===== config.mk =====
export PLATFORM = sky130hd
export DESIGN_NAME = pipe_hazard_ctrl
export DESIGN_NICKNAME = d
export VERILOG_FILES = /design/src/rtl/pipe_hazard_ctrl.sv
export SDC_FILE = /design/constraint.sdc
export NUM_CORES = 1
export LEC_CHECK = 0
export BUFFER_PORTS_ARGS = -buffer_cell sky130_fd_sc_hd__buf_2
export CORE_MARGIN = 3
export CORE_UTILIZATION = 56
export DETAILED_ROUTE_END_ITERATION = 7
export GPL_TIMING_DRIVEN = 0
export HOLD_SLACK_MARGIN = 0.15
export PLACE_DENSITY = 0.93
export SLEW_MARGIN = 20
export SYNTH_ARGS = -nofsm -noshare
export SYNTH_HDL_FRONTEND = slang
export SYNTH_SLANG_ARGS = --single-unit

===== constraint.sdc =====
create_clock -name clock -period 5.5 [get_ports clock]
set_input_delay 0 -clock clock [delete_from_list [all_inputs] [get_ports clock]]
set_output_delay 0 -clock clock [all_outputs]
set_load 0.01 [all_outputs]

===== src/rtl/pipe_hazard_ctrl.sv =====
// ---------------------------------------------------------------------------
// pipe_hazard_ctrl
//   Hazard and issue controller for a Decode -> Execute -> WriteBack pipeline.
//   A scoreboard (busy_mask) tracks destination registers still in flight.
//   Decode is stalled while its instruction reads or rewrites a busy register.
//   After reset, and after a watchdog fault, internal_reset is held to flush
//   the EX/WB pipeline registers.
//
//   Optional feature, macro WB_BYPASS_EN:
//     defined   - a register being committed by WriteBack this cycle is not
//                 treated as busy, so a dependent instruction issues in the
//                 commit cycle (write-through register file).
//     undefined - hazards use the registered scoreboard only, so a dependent
//                 instruction issues the cycle after the commit.
//
//   Ports
//     clock, reset_n          rising-edge clock, asynchronous active-low reset
//     id_valid                Decode holds a valid instruction
//     id_src_a/_used          source A address / source A is read
//     id_src_b/_used          source B address / source B is read
//     id_dst/id_dst_wr        destination address / instruction writes it
//     wb_wr_en/wb_dst         WriteBack commits register wb_dst this cycle
//     stalled                 Decode must hold its instruction
//     issue                   instruction accepted into EX this cycle
//     internal_reset          flush for EX/WB pipeline registers
//     busy_mask               scoreboard, bit i = write to reg i pending
//     stall_cnt               saturating total count of stall cycles
//     stall_timeout           sticky watchdog flag
// ---------------------------------------------------------------------------
module pipe_hazard_ctrl #(
  parameter int REG_ADDR_W = 3,
  parameter int RESET_HOLD = 4,
  parameter int STALL_MAX  = 15,
  parameter int CNT_W      = 8
) (
  input  logic                       clock,
  input  logic                       reset_n,
  input  logic                       id_valid,
  input  logic [REG_ADDR_W-1:0]      id_src_a,
  input  logic                       id_src_a_used,
  input  logic [REG_ADDR_W-1:0]      id_src_b,
  input  logic                       id_src_b_used,
  input  logic [REG_ADDR_W-1:0]      id_dst,
  input  logic                       id_dst_wr,
  input  logic                       wb_wr_en,
  input  logic [REG_ADDR_W-1:0]      wb_dst,
  output logic                       stalled,
  output logic                       issue,
  output logic                       internal_reset,
  output logic [2**REG_ADDR_W-1:0]   busy_mask,
  output logic [CNT_W-1:0]           stall_cnt,
  output logic                       stall_timeout
);

  localparam int NUM_REGS = 2**REG_ADDR_W;
  localparam int HOLD_W   = $clog2(RESET_HOLD + 1);
  localparam int RUN_W    = $clog2(STALL_MAX + 1);
  localparam logic [HOLD_W-1:0] HOLD_LAST = HOLD_W'(RESET_HOLD - 1);
  localparam logic [RUN_W-1:0]  RUN_LAST  = RUN_W'(STALL_MAX - 1);

  typedef enum logic [1:0] {
    S_INIT  = 2'd0,
    S_RUN   = 2'd1,
    S_STALL = 2'd2,
    S_FAULT = 2'd3
  } state_t;

  state_t                state_q, state_d;
  logic [HOLD_W-1:0]     hold_q, hold_d;
  logic [RUN_W-1:0]      run_q, run_d;
  logic [NUM_REGS-1:0]   busy_q, busy_d;
  logic [CNT_W-1:0]      stall_cnt_q, stall_cnt_d;
  logic                  timeout_q, timeout_d;

  logic [NUM_REGS-1:0]   wb_mask;
  logic [NUM_REGS-1:0]   dst_mask;
  logic [NUM_REGS-1:0]   busy_eff;
  logic                  hazard;
  logic                  in_pipe;

  // One-hot decode of the committing and the destination register.
  always_comb begin
    wb_mask  = '0;
    dst_mask = '0;
    if (wb_wr_en) wb_mask[wb_dst] = 1'b1;
    dst_mask[id_dst] = 1'b1;
  end

  // Scoreboard view used for the hazard check.
  always_comb begin
`ifdef WB_BYPASS_EN
    // Register being written back this cycle is readable through the RF.
    busy_eff = busy_q & ~wb_mask;
`else
    busy_eff = busy_q;
`endif
  end

  always_comb begin
    hazard = id_valid & ((id_src_a_used & busy_eff[id_src_a]) |
                         (id_src_b_used & busy_eff[id_src_b]) |
                         (id_dst_wr     & busy_eff[id_dst]));
  end

  // Next-state and output decode.
  always_comb begin
    state_d        = state_q;
    stalled        = 1'b1;
    issue          = 1'b0;
    internal_reset = 1'b1;
    in_pipe        = 1'b0;
    unique case (state_q)
      S_INIT: begin
        if (hold_q == HOLD_LAST) state_d = S_RUN;
      end
      S_RUN, S_STALL: begin
        internal_reset = 1'b0;
        in_pipe        = 1'b1;
        stalled        = hazard;
        issue          = id_valid & ~hazard;
        // Watchdog fires on the STALL_MAX-th consecutive stalled cycle.
        if (hazard && (run_q == RUN_LAST)) state_d = S_FAULT;
        else if (hazard)                   state_d = S_STALL;
        else                               state_d = S_RUN;
      end
      S_FAULT: begin
        state_d = S_INIT;
      end
      default: begin
        state_d = S_INIT;
      end
    endcase
  end

  // Counter, scoreboard and flag next values.
  always_comb begin
    hold_d      = '0;
    run_d       = '0;
    busy_d      = '0;
    stall_cnt_d = stall_cnt_q;
    timeout_d   = timeout_q | (state_d == S_FAULT);
    if (state_q == S_INIT) hold_d = hold_q + 1'b1;
    if (in_pipe) begin
      // Set after clear: a same-cycle issue to the committing register wins.
      busy_d = busy_q & ~wb_mask;
      if (issue && id_dst_wr) busy_d = busy_d | dst_mask;
      if (stalled) begin
        if (state_d != S_FAULT) run_d = run_q + 1'b1;
        if (stall_cnt_q != {CNT_W{1'b1}}) stall_cnt_d = stall_cnt_q + 1'b1;
      end
    end
  end

  always_ff @(posedge clock or negedge reset_n) begin
    if (!reset_n) begin
      state_q     <= S_INIT;
      hold_q      <= '0;
      run_q       <= '0;
      busy_q      <= '0;
      stall_cnt_q <= '0;
      timeout_q   <= 1'b0;
    end else begin
      state_q     <= state_d;
      hold_q      <= hold_d;
      run_q       <= run_d;
      busy_q      <= busy_d;
      stall_cnt_q <= stall_cnt_d;
      timeout_q   <= timeout_d;
    end
  end

  assign busy_mask     = busy_q;
  assign stall_cnt     = stall_cnt_q;
  assign stall_timeout = timeout_q;

endmodule


After elaboration in Yosys (flattened, before gate mapping)
Index checks and enable logic that the tools add are counted.

cells by class
  bitwise operators = 12
  muxes and demuxes = 25
  multipliers = 0
  $lt $le $gt $ge = 6
  equal/unequal tests = 8
  $add $sub $neg = 3
  reduce and logical (&&, ||, !) cells = 7
  shifts and indexed selects = 0
  divide/modulo/power cells = 0

operators with widths
  kind                                                                                 number
  8-bit 2-to-1 mux                                                                     3
  3-bit by 4-bit < comparator with 1-bit output, second input constant                 4
  4-bit 2-to-1 mux                                                                     3
  1-bit binary-select mux with 3-bit select                                            3
  1-bit 2-to-1 mux                                                                     9
  8-bit by 1-bit adder with 8-bit output, second input constant                        1
  8-bit AND                                                                            1
  8-bit != test, second input constant                                                 1
  8-bit NOT                                                                            1
  8-bit bitwise OR                                                                     1
  1-bit demux with 3-bit select                                                        2
  2-bit == test, second input constant                                                 3
  3-bit by 1-bit greater-or-equal comparator with 1-bit output, second input constant  2
  2-bit 2-to-1 mux                                                                     3
  2-bit one-hot mux with 3 select lines                                                1
  1-bit AND                                                                            5
  4-bit by 1-bit adder with 4-bit output, second input constant                        1
  4-bit == test, second input constant                                                 1
  1-bit logical AND                                                                    4
  3-bit by 1-bit adder with 3-bit output, second input constant                        1
  3-bit by 2-bit == test with 1-bit output, second input constant                      1
  3-bit 2-to-1 mux                                                                     1
  1-bit bitwise OR                                                                     3
  3-bit AND reduction                                                                  1
  other kinds (5)                                                                      5

word-level totals
  bits in read-only memories = 0
  bits in latches = 0
  logic and storage cells = 67
  bits in registers = 26
  bits in writable memories = 0
  input port bits = 19
  memories kept = 0

Longest topological paths before layout
Gate-level depths: netlist of run 1.

  depth after elaboration = 13
  depth in mapped cells = 7
  depth with buffers taken out = 7

Worst setup path after synthesis of run 1
No wires, ideal clock.

  kind = register to register
  start = reg busy_q[6], in the netlist busy_mask[6]
  end = reg busy_q[0], in the netlist busy_mask[0]
  buffers on the path = 1
  slack = 3.563 ns
  stages on the path, launching flop included = 8
  clock period less this slack = 1.937 ns
  arrival time = 1.842 ns
  cell sequence = dfrtp_1 > mux4_2 > nor2_1 > a211oi_1 > a211oi_2 > buf_6 > nand4_2 > o31ai_1

between the ends
  longest elaborated chain between the ends = 12
  elaborated cells on any way between the ends = 18
  classes of those cells = mux: 9; bitwise: 8; reduce/logical: 1

RTL lines
  item                                                                 line      RTL
  from (decl)                                                          71        logic [NUM_REGS-1:0] busy_q, busy_d;
  from (signal assigned)                                               166       busy_q <= busy_d;
  1-bit binary-select mux with 3-bit select, on equally long branches  100, 101
  1-bit 2-to-1 mux, on equally long branches                           100, 101
  1-bit AND, on equally long branches                                  100, 101
  1-bit bitwise OR                                                     100       hazard = id_valid & ((id_src_a_used & busy_eff[id_src_a]) |
  1-bit bitwise OR (*)                                                 101       (id_src_b_used & busy_eff[id_src_b]) |
  1-bit AND (*)                                                        100
  1-bit NOT (*)                                                        120       issue = id_valid & ~hazard;
  1-bit AND (*)                                                        120
  1-bit 2-to-1 mux (*)                                                 112       unique case (state_q)
  1-bit logical AND (*)                                                146       if (issue && id_dst_wr) busy_d = busy_d | dst_mask;
  8-bit 2-to-1 mux (*)                                                 146
  8-bit 2-to-1 mux (*)                                                 143       if (in_pipe) begin
  via busy_d[0]                                                        71

The timed path passes the listed nets; every way through them passes the cells marked *. The select of a mux whose other input is x is not followed.
A chain may end at the register's enable or synchronous reset.

Worst setup path after layout of run 1
  start = reg busy_q[2], in the netlist busy_mask[2]
  end = reg busy_q[6], in the netlist busy_mask[6]

The elaborated chain is that of the path after synthesis.

==> results.py, run 1 <==
metrics = {
    "yosys": {
        "synth_cell_types": 37,
        "yosys_warnings": 0,
        "synth_top_area_share_pct": 43.9,
        "synth_enable_flop_cells": 0,
        "ys_top_cells_by_area": "dfrtp_1 44%, ha_1 5.1%, mux2_2 3.8%",
        "yosys.area.top_type": "dfrtp_1",
        "ys.flop_type": "dfrtp_1",
        "synth_seq_cells": 26,
        "syn_nets": 170,
        "syn-instance-count": 145,
        "async_reset_ff_share_pct": 100,
        "syn_area_um2": 1480,
        "ys_seq_area_share_pct": 43.9,
        "avgSynthCellArea_um2": 10.2,
        "yosys.cell_count.top_type": "dfrtp_1",
        "ys_top_cells_by_count": "26 x dfrtp_1, 15 x nor2_1, 11 x o21ai_0",
    },
    "timing": {
        "finalCritPeriodShare_pct": 59.6,
        "rsz0062_at_grt": "false",
        "final_max_slew_viol_count": 0,
        "max_freq_mhz": 305,
        "tightest_slew_ps": 556,
        "final-setup-viol-count": 0,
        "setup_tns_ps": 0,
        "hold_viol_final": 0,
        "relSlewSlack_pct": 62.9,
        "fin_skew_ps": 4.11,
        "min_period_ps": 3280,
        "worst_slack_ps": 2220,
    },
    "routing": {
        "ant_nets": 0,
        "vias": 1417,
        "drt_wl_total_um": 3750,
        "firstDrtPassIters": 4,
        "wl_per_cell_um": 15.9,
        "route.detailed.drc": 0,
        "vias_per_cell": 6.00,
        "initialDrtViolationCount": 69,
    },
    "cts": {
        "worstSkewPairLatency_ps": 320,
        "post_cts.repair.setup_buffers": 0,
        "cts_tree": "built",
        "clk_pin_slew_ps": 130,
        "cts_max_level": 1,
        "cts_root_buf": "clkbuf_4",
        "cts.sinks": 26,
        "cts-buffers-inserted": 3,
        "clock_path_buffers": 2,
    },
    "global_routing": {
        "gr-usage-met1_pct": 30.8,
        "use_met2_pct": 44.4,
        "grt_antenna_before_repair": 0,
        "met3_usage_pct": 2.71,
        "grt_busiest_layer": "met2",
        "grt_max_degree": 27,
        "grtUsageTotal_pct": 25.2,
        "grt_overflow": 0,
        "grt_first_pass_wirelength_um": 6420,
        "grt_pass1_vias": 1415,
    },
    "floorplanning": {
        "dieArea_um2": 3300,
        "initial_utilization_pct": 59.3,
        "ioPinCount": 39,
        "die_x_um": 57.4,
        "core-area_um2": 2500,
        "dieHeight_um": 57.4,
        "rows": 18,
    },
    "setup_path": {
        "worstSetupPathType": "reg -> reg",
        "cp.required_ps": 5760,
        "path_max_fanout": 10,
        "critPathLaunchType": "flop",
        "worst_ep_arrival_time_ps": 3540,
        "endpoint_kind": "flop",
    },
    "min_path": {
        "hp-class": "in -> reg",
    },
    "power": {
        "p_per_area_nw_per_um2": 304,
        "vdd_drop_max_v": 0.000268,
        "power.leakage_nw": 0.942,
    },
    "run_status": {
        "run_status": "complete, no violations",
    },
    "cells_and_area": {
        "nNetsFinal": 232,
        "area_delta_synth_final_pct": 30.7,
        "diodes": 0,
        "layout-drive-gt1-share_pct": 27.2,
        "multi_input_area_um2": 782,
        "seq_area_um2": 651,
        "n_fill_cell": 176,
    },
    "flow_run": {
        "maxCapViolCount": 0,
    },
    "placement": {
        "dp_hpwl_um": 2700,
        "gp_congestion": 0.862,
        "dp_slack_ps": 3320,
        "portBuffers": 38,
    },
}
-- per-stage QoR --
step / area [µm²] / power [mW] / util (%) / cells / hold WS [ps]
6_report: 1940 / 0.588 / 77.4 / 236 / 178
5_1_grt: 1940 / 0.633 / 77.4 / 236 / 196
4_1_cts: 1940 / 0.589 / 77.4 / 236 / 155
3_5_place_dp: 1710 / 0.486 / 68.4 / 213 / 25.2
3_3_place_gp: 1710 / 0.468 / 68.4 / 213 / 15.6
2_1_floorplan: 1480 / 0.401 / - / 145 / -296
-- routing by layer --
layer / part of all wire [%] / routed length [µm] / vias to the layer above
met5: 0 / 0 / -
met4: 2.2 / 83 / 0
met3: 9.3 / 349 / 9
met2: 51 / 1910 / 81
met1: 37 / 1410 / 670
li1: - / - / 657
-- final timing paths --
path,cells after the start,start,slack [ps],endpoint
min in group asynchronous,2,reset_n,190,busy_mask[2]
max in group asynchronous,2,reset_n,4950,hold_q[2]
min,4,id_dst[1],180,busy_mask[5]
max reg2reg,9,busy_mask[2],2220,busy_mask[6]
min reg2reg,1,hold_q[0],450,hold_q[0]
max,9,busy_mask[2],2220,busy_mask[6]
-- state kept, by name, summed over array words and instances (netlist names) --
name and flops:
run_q 4, stall_timeout 1, state_q 2, busy_mask 8
hold_q 3, stall_cnt 8
-- kinds of logic (layout without fill, tap and decap cells) --
kind of cell / count (synthesis) / count (layout) / synth area share (%)
xor gates and xnor gates: 7 / 7 / 4.14
DFF: 26 / 26 / 43.9
adders and majority gates: 6 / 6 / 5.07
and+or+nand+nor: 51 / 51 / 18.2
muxes: 10 / 10 / 8.87
buffers and inverters: 11 / 72 / 3.29
AOI/OAI and AO/OA: 34 / 34 / 16.5
-- layout by cell type (no fill, tap or decap), types with 3 or more instances in the layout --
cell            n
nand3_1         4
o21ai_0        11
nand2b_1        6
mux2_2          5
ha_1            6
dfrtp_1        26
dlygate4sd3_1  19
clkbuf_4        3
buf_2          38
nor2_1         15
nand2_1        10
o31ai_1         3
xor2_1          6
and2_1          4
mux2i_1         3
inv_1           9
o211ai_1        6
-- where the power goes --
| group | total (mW) | switching (mW) | leakage, nW | internal, mW |
|---|---|---|---|---|
| combinational | 0.240 | 0.141 | 0.574 | 0.0989 |
| clock | 0.0937 | 0.0532 | 0.0210 | 0.0405 |
| sequential | 0.254 | 0.0300 | 0.346 | 0.225 |
-- worst max-delay path, cell delays in order, from the launching register on --
cell and delay (ps):
dfrtp_1 480, mux4_2 480, nor2_1 110, a211oi_1 70
a211oi_2 430, buf_6 210, nand4_2 120, dlygate4sd3_1 630
o21ai_0 140, dlygate4sd3_1 560
-- layout make-up --
cell class | instances | area share (%)
Multi-Input combinational cell | 108 | 40.4
Sequential cell | 26 | 33.6
Timing Repair Buffer | 57 | 19.7
Tap cell | 30 | 1.94
Clock buffer | 4 | 1.87
Inverter | 9 | 1.75
Buffer | 2 | 0.776
-- repair_timing --
action                    4_1_cts  5_1_grt
resized for setup               0        0
hold buffers                   19        0
hold endpoints to repair       35        0
Power figures use the tool's default switching activity.
==> inputs of run 2 (changes only) <==
--- a/config.mk
+++ b/config.mk
@@ -7,11 +7,11 @@
 export LEC_CHECK = 0
 export BUFFER_PORTS_ARGS = -buffer_cell sky130_fd_sc_hd__buf_2
 export CORE_MARGIN = 3
-export CORE_UTILIZATION = 56
+export CORE_UTILIZATION = 47
 export DETAILED_ROUTE_END_ITERATION = 7
 export GPL_TIMING_DRIVEN = 0
 export HOLD_SLACK_MARGIN = 0.15
-export PLACE_DENSITY = 0.93
+export PLACE_DENSITY = 0.84
 export SLEW_MARGIN = 20
 export SYNTH_ARGS = -nofsm -noshare
 export SYNTH_HDL_FRONTEND = slang
==> constraint.sdc (replaced) <==
create_clock -name clock -period 2.8 [get_ports clock]
set_input_delay 0 -clock clock [delete_from_list [all_inputs] [get_ports clock]]
set_output_delay 0 -clock clock [all_outputs]
set_load 0.01 [all_outputs]
==> results.py, run 2 (same netlist as run 1, synthesis figures left out) <==
metrics = {
    "global_routing": {
        "grtUsageTotal_pct": 21.3,
        "grt_max_degree": 27,
        "grt_overflow": 0,
        "grt_first_pass_wirelength_um": 6790,
        "gr-usage-met1_pct": 24.6,
        "grt_busiest_layer": "met2",
        "use_met2_pct": 40.5,
        "grt_antenna_before_repair": 0,
        "grt_pass1_vias": 1495,
        "met3_usage_pct": 2.88,
    },
    "setup_path": {
        "critPathLaunchType": "flop",
        "path_max_fanout": 10,
        "cp.required_ps": 3040,
        "slowest_delay_ps": 630,
        "crit_chain": "mux4_2 -> nor2_1 -> a311oi_1 -> a211oi_2 -> buf_6 -> nand4_2 -> dlygate4sd3_1 -> o21ai_0",
        "worst_ep_arrival_time_ps": 2870,
        "crit_buf_inv": 2,
        "cp_slowest_cell": "dlygate4sd3_1",
        "endpoint_kind": "flop",
        "worstSetupPathType": "reg -> reg",
        "cp_top_family": "buffers and inverters",
    },
    "floorplanning": {
        "dieHeight_um": 62.1,
        "die_x_um": 62.1,
        "ioPinCount": 39,
        "dieArea_um2": 3860,
        "core-area_um2": 2880,
        "initial_utilization_pct": 51.5,
        "rows": 19,
    },
    "cells_and_area": {
        "area_delta_synth_final_pct": 31.2,
        "final_common_cell": "buf_2",
        "diodes": 0,
        "n_fill_cell": 217,
        "stdcell_count": 246,
        "nNetsFinal": 230,
        "final_cell_mix": "38 x buf_2, 26 x dfrtp_1, 16 x dlygate4sd3_1",
        "layout-drive-gt1-share_pct": 27.9,
    },
    "timing": {
        "relSlewSlack_pct": 62.2,
        "fin_skew_ps": 14.9,
        "worst_slack_ps": 175,
        "hold-worst-slack_ps": 175,
        "setup_tns_ps": 0,
        "min_period_ps": 2630,
        "rsz0062_at_grt": "false",
        "tightest_slew_ps": 568,
        "finalCritPeriodShare_pct": 93.8,
        "final_max_slew_viol_count": 0,
        "hold_viol_final": 0,
        "final-setup-viol-count": 0,
        "max_freq_mhz": 381,
    },
    "routing": {
        "ant_nets": 0,
        "drt_wl_total_um": 3790,
        "initialDrtViolationCount": 42,
        "vias_per_cell": 5.69,
        "vias": 1399,
        "firstDrtPassIters": 4,
        "route.detailed.drc": 0,
        "wl_per_cell_um": 15.4,
    },
    "power": {
        "power.leakage_nw": 0.938,
        "p_per_area_nw_per_um2": 632,
        "p_total_mw": 1.23,
        "vdd_drop_max_v": 0.000521,
    },
    "cts": {
        "worstSkewPairLatency_ps": 320,
        "cts_max_level": 1,
        "cts_root_buf": "clkbuf_4",
        "cts-buffers-inserted": 3,
        "clock_path_buffers": 2,
        "cts.sinks": 26,
        "cts_tree": "built",
        "clk_pin_slew_ps": 150,
    },
    "flow_run": {
        "maxCapViolCount": 0,
    },
    "placement": {
        "dpl.cell_count": 225,
        "dp_hpwl_um": 2770,
        "portBuffers": 38,
        "gp_congestion": 0.820,
        "dp_slack_ps": 596,
    },
    "run_status": {
        "run_status": "complete, no violations",
    },
    "min_path": {
        "hp-class": "in -> async",
    },
}
-- run 2: cell count changes in the layout (fill, tap and decap cells not counted), sizes merged --
cell         change
clkbuf           -1
buf              +1
bufinv           +1
dlygate4sd3      -3
-- run 2: area by class of cell --
| type | instances | area, µm² | share of cell area (%) |
|---|---|---|---|
| clock buffer | 3 | 22.5 | 1.16 |
| timing repair buffer | 55 | 358 | 18.4 |
| inverter | 9 | 33.8 | 1.74 |
| sequential | 26 | 651 | 33.5 |
| multi-input combinational | 108 | 782 | 40.2 |
| buffer | 2 | 15.0 | 0.772 |
| tap | 42 | 52.6 | 2.70 |
| clock inverter | 1 | 30.0 | 1.54 |
-- run 2: timing repair --
item | in CTS | in global routing
gates resized for setup | 0 | 0
setup endpoints to repair | 0 | 5
buffers inserted | 0 | 1
hold buffers | 16 | 0
endpoints found under the hold margin | 35 | 0
-- run 2: metal layers --
| layer | wire (µm) | part of all wire, % |
|---|---|---|
| met3 | 211 | 5.6 |
| met4 | 55 | 1.5 |
| met5 | 0 | 0 |
| met2 | 1990 | 53 |
| met1 | 1530 | 40 |
-- run 2: power by group --
group | switching (mW) | internal, mW | total [mW]
Clock | 0.112 | 0.145 | 0.257
Combinational | 0.279 | 0.193 | 0.473
Sequential | 0.0577 | 0.441 | 0.499
-- run 2: final timing paths --
kind / start / to / slack [ps] / depth (start not counted)
worst max-delay path: busy_mask[2] / busy_mask[3] / 170 / 8
worst min-delay path: reset_n / run_q[1] / 170 / 2
worst max register to register: busy_mask[2] / busy_mask[3] / 170 / 8
worst min register to register: hold_q[0] / hold_q[0] / 450 / 1
max in group asynchronous: reset_n / stall_cnt[4] / 2240 / 2
min in group clock: id_dst[1] / busy_mask[5] / 180 / 4
-- run 2: worst register-to-register path: cells and delay by family, from the launching register on --
kind / cells / cell delay [ps]
buffers and inverters: 2 / 820
AND/OR/NAND/NOR: 2 / 230
flip-flops: 1 / 470
multiplexers: 1 / 480
AO/OA/AOI/OAI: 3 / 530
-- run 2: metrics by stage --
stage	utilization (%)	cell area (µm²)
2_1_floorplan	-	1480
3_3_place_gp	59.9	1720
3_5_place_dp	59.9	1720
4_1_cts	67.3	1940
5_1_grt	67.6	1940
6_report	67.6	1940
==> inputs of run 3 (changes only) <==
--- a/config.mk
+++ b/config.mk
@@ -12,6 +12,7 @@
 export GPL_TIMING_DRIVEN = 0
 export HOLD_SLACK_MARGIN = 0.15
 export PLACE_DENSITY = 0.84
+export RECOVER_POWER = 25
 export SLEW_MARGIN = 20
 export SYNTH_ARGS = -nofsm -noshare
 export SYNTH_HDL_FRONTEND = slang
==> results.py, run 3 (same netlist as run 1, synthesis figures left out) <==
metrics = {
    "cells_and_area": {
        "final_common_cell": "buf_2",
        "final_cell_mix": "37 x buf_2, 26 x dfrtp_1, 16 x dlygate4sd3_1",
        "nNetsFinal": 230,
        "final_cell_area_um2": 1940,
        "area_delta_synth_final_pct": 31.2,
        "fin_util_pct": 67.6,
        "n_fill_cell": 218,
        "layout-drive-gt1-share_pct": 27.5,
        "diodes": 0,
        "stdcell_count": 246,
    },
    "cts": {
        "cts_tree": "built",
        "cts-resized-gates": 0,
        "cts_max_level": 1,
        "cts_root_buf": "clkbuf_4",
        "cts-buffers-inserted": 3,
        "clock_path_buffers": 2,
        "clk_pin_slew_ps": 150,
        "cts.sinks": 26,
        "worstSkewPairLatency_ps": 320,
    },
    "routing": {
        "vias_per_cell": 5.67,
        "wl_per_cell_um": 15.4,
        "vias": 1395,
        "firstDrtPassIters": 4,
        "drt_wl_total_um": 3790,
        "ant_nets": 0,
        "initialDrtViolationCount": 41,
        "route.detailed.drc": 0,
    },
    "setup_path": {
        "reg2reg_depth": 8,
        "worst_ep_arrival_time_ps": 2860,
        "worstSetupPathType": "reg -> reg",
        "endpoint_kind": "flop",
        "cp.required_ps": 3040,
        "path_max_fanout": 10,
        "critPathLaunchType": "flop",
    },
    "floorplanning": {
        "initial_utilization_pct": 51.5,
        "ioPinCount": 39,
        "dieHeight_um": 62.1,
        "core-area_um2": 2880,
        "die_x_um": 62.1,
        "dieArea_um2": 3860,
        "rows": 19,
    },
    "placement": {
        "dpl.cell_count": 225,
        "gp_congestion": 0.820,
        "dpl-instance-area_um2": 1720,
        "dp_hpwl_um": 2770,
        "portBuffers": 38,
    },
    "timing": {
        "finalCritPeriodShare_pct": 93.7,
        "final_max_slew_viol_count": 0,
        "rsz0062_at_grt": "false",
        "max_freq_mhz": 381,
        "relSlewSlack_pct": 10.2,
        "tightest_slew_ps": 1350,
        "setup_tns_ps": 0,
        "hold_viol_final": 0,
        "final-setup-viol-count": 0,
        "min_period_ps": 2620,
        "fin_skew_ps": 14.0,
    },
    "flow_run": {
        "maxCapViolCount": 0,
    },
    "power": {
        "clock_power_share_pct": 20.9,
        "seqPwrFrac_pct": 40.6,
        "p_per_area_nw_per_um2": 632,
        "power.switching_mw": 0.449,
        "power.leakage_nw": 0.935,
        "vdd_drop_max_v": 0.000521,
        "p_total_mw": 1.23,
        "power.internal_mw": 0.779,
        "combinationalPowerShare_pct": 38.5,
        "netSwitchingFraction_pct": 36.6,
    },
    "global_routing": {
        "grt_antenna_before_repair": 0,
        "grt_max_degree": 27,
        "grtUsageTotal_pct": 21.3,
        "grt_overflow": 0,
        "grt_first_pass_wirelength_um": 6790,
        "grt_pass1_vias": 1495,
    },
    "min_path": {
        "hold_depth": 4,
        "hp-class": "in -> reg",
    },
    "run_status": {
        "run_status": "complete, no violations",
    },
}
-- run 3: path summary, 6_finish.rpt --
check | startpoint | slack [ps] | endpoint
max | busy_mask[2] | 180 | busy_mask[3]
min | id_dst[1] | 180 | busy_mask[5]
max reg2reg | busy_mask[2] | 180 | busy_mask[3]
min reg2reg | hold_q[0] | 450 | hold_q[0]
max in group asynchronous | reset_n | 1520 | stall_cnt[5]
min in group asynchronous | reset_n | 480 | run_q[1]
-- run 3: through the flow --
step / hold slack [ps] / setup WS, ps
6_report: 180 / 176
5_1_grt: 209 / 73.6
3_5_place_dp: 24.1 / 596
2_1_floorplan: -296 / 863
4_1_cts: 164 / 38.9
3_3_place_gp: 10.5 / 657
-- run 3: repair_timing --
action / in CTS / in global routing
endpoints found under the setup margin: 0 / 5
hold endpoints to repair: 35 / 0
setup buffers: 0 / 1
hold buffers: 16 / 0
-- run 3: power by group through the flow --
stage	Clock, mW	Sequential (mW)	Combinational, mW
floorplan	0	0.508	0.280
global placement	0	0.499	0.423
detailed placement	0	0.506	0.447
CTS	0.262	0.498	0.468
global route	0.276	0.512	0.534
finish	0.257	0.499	0.473
-- run 3: final cells by class --
| cell class | instances | area [µm²] | share of cell area (%) |
|---|---|---|---|
| multi-input cells | 108 | 782 | 40.2 |
| flip-flops and latches | 26 | 651 | 33.5 |
| clock buffers | 3 | 22.5 | 1.16 |
| well taps | 42 | 52.6 | 2.70 |
| clock inverters | 1 | 30.0 | 1.55 |
| inverters | 9 | 33.8 | 1.74 |
| repair buffers | 55 | 357 | 18.4 |
| plain buffers | 2 | 15.0 | 0.773 |
-- run 3: critical path, stage by stage, from the launching register on --
cell and delay, ps:
dfrtp_1 470, mux4_2 480, nor2_1 100, a311oi_1 60
a211oi_2 300, buf_6 190, nand4_2 120, dlygate4sd3_1 630
o21ai_0 170
-- run 3: metal layers --
metal | global-route usage, % | share of wire (%) | wire length [µm] | up-vias
li1 | - | - | - | 650
met1 | 24.6 | 40 | 1510 | 678
met2 | 40.5 | 53 | 2010 | 59
met3 | 2.88 | 5.5 | 209 | 8
met4 | 6.35 | 1.5 | 55 | 0
met5 | 0 | 0 | 0 | -
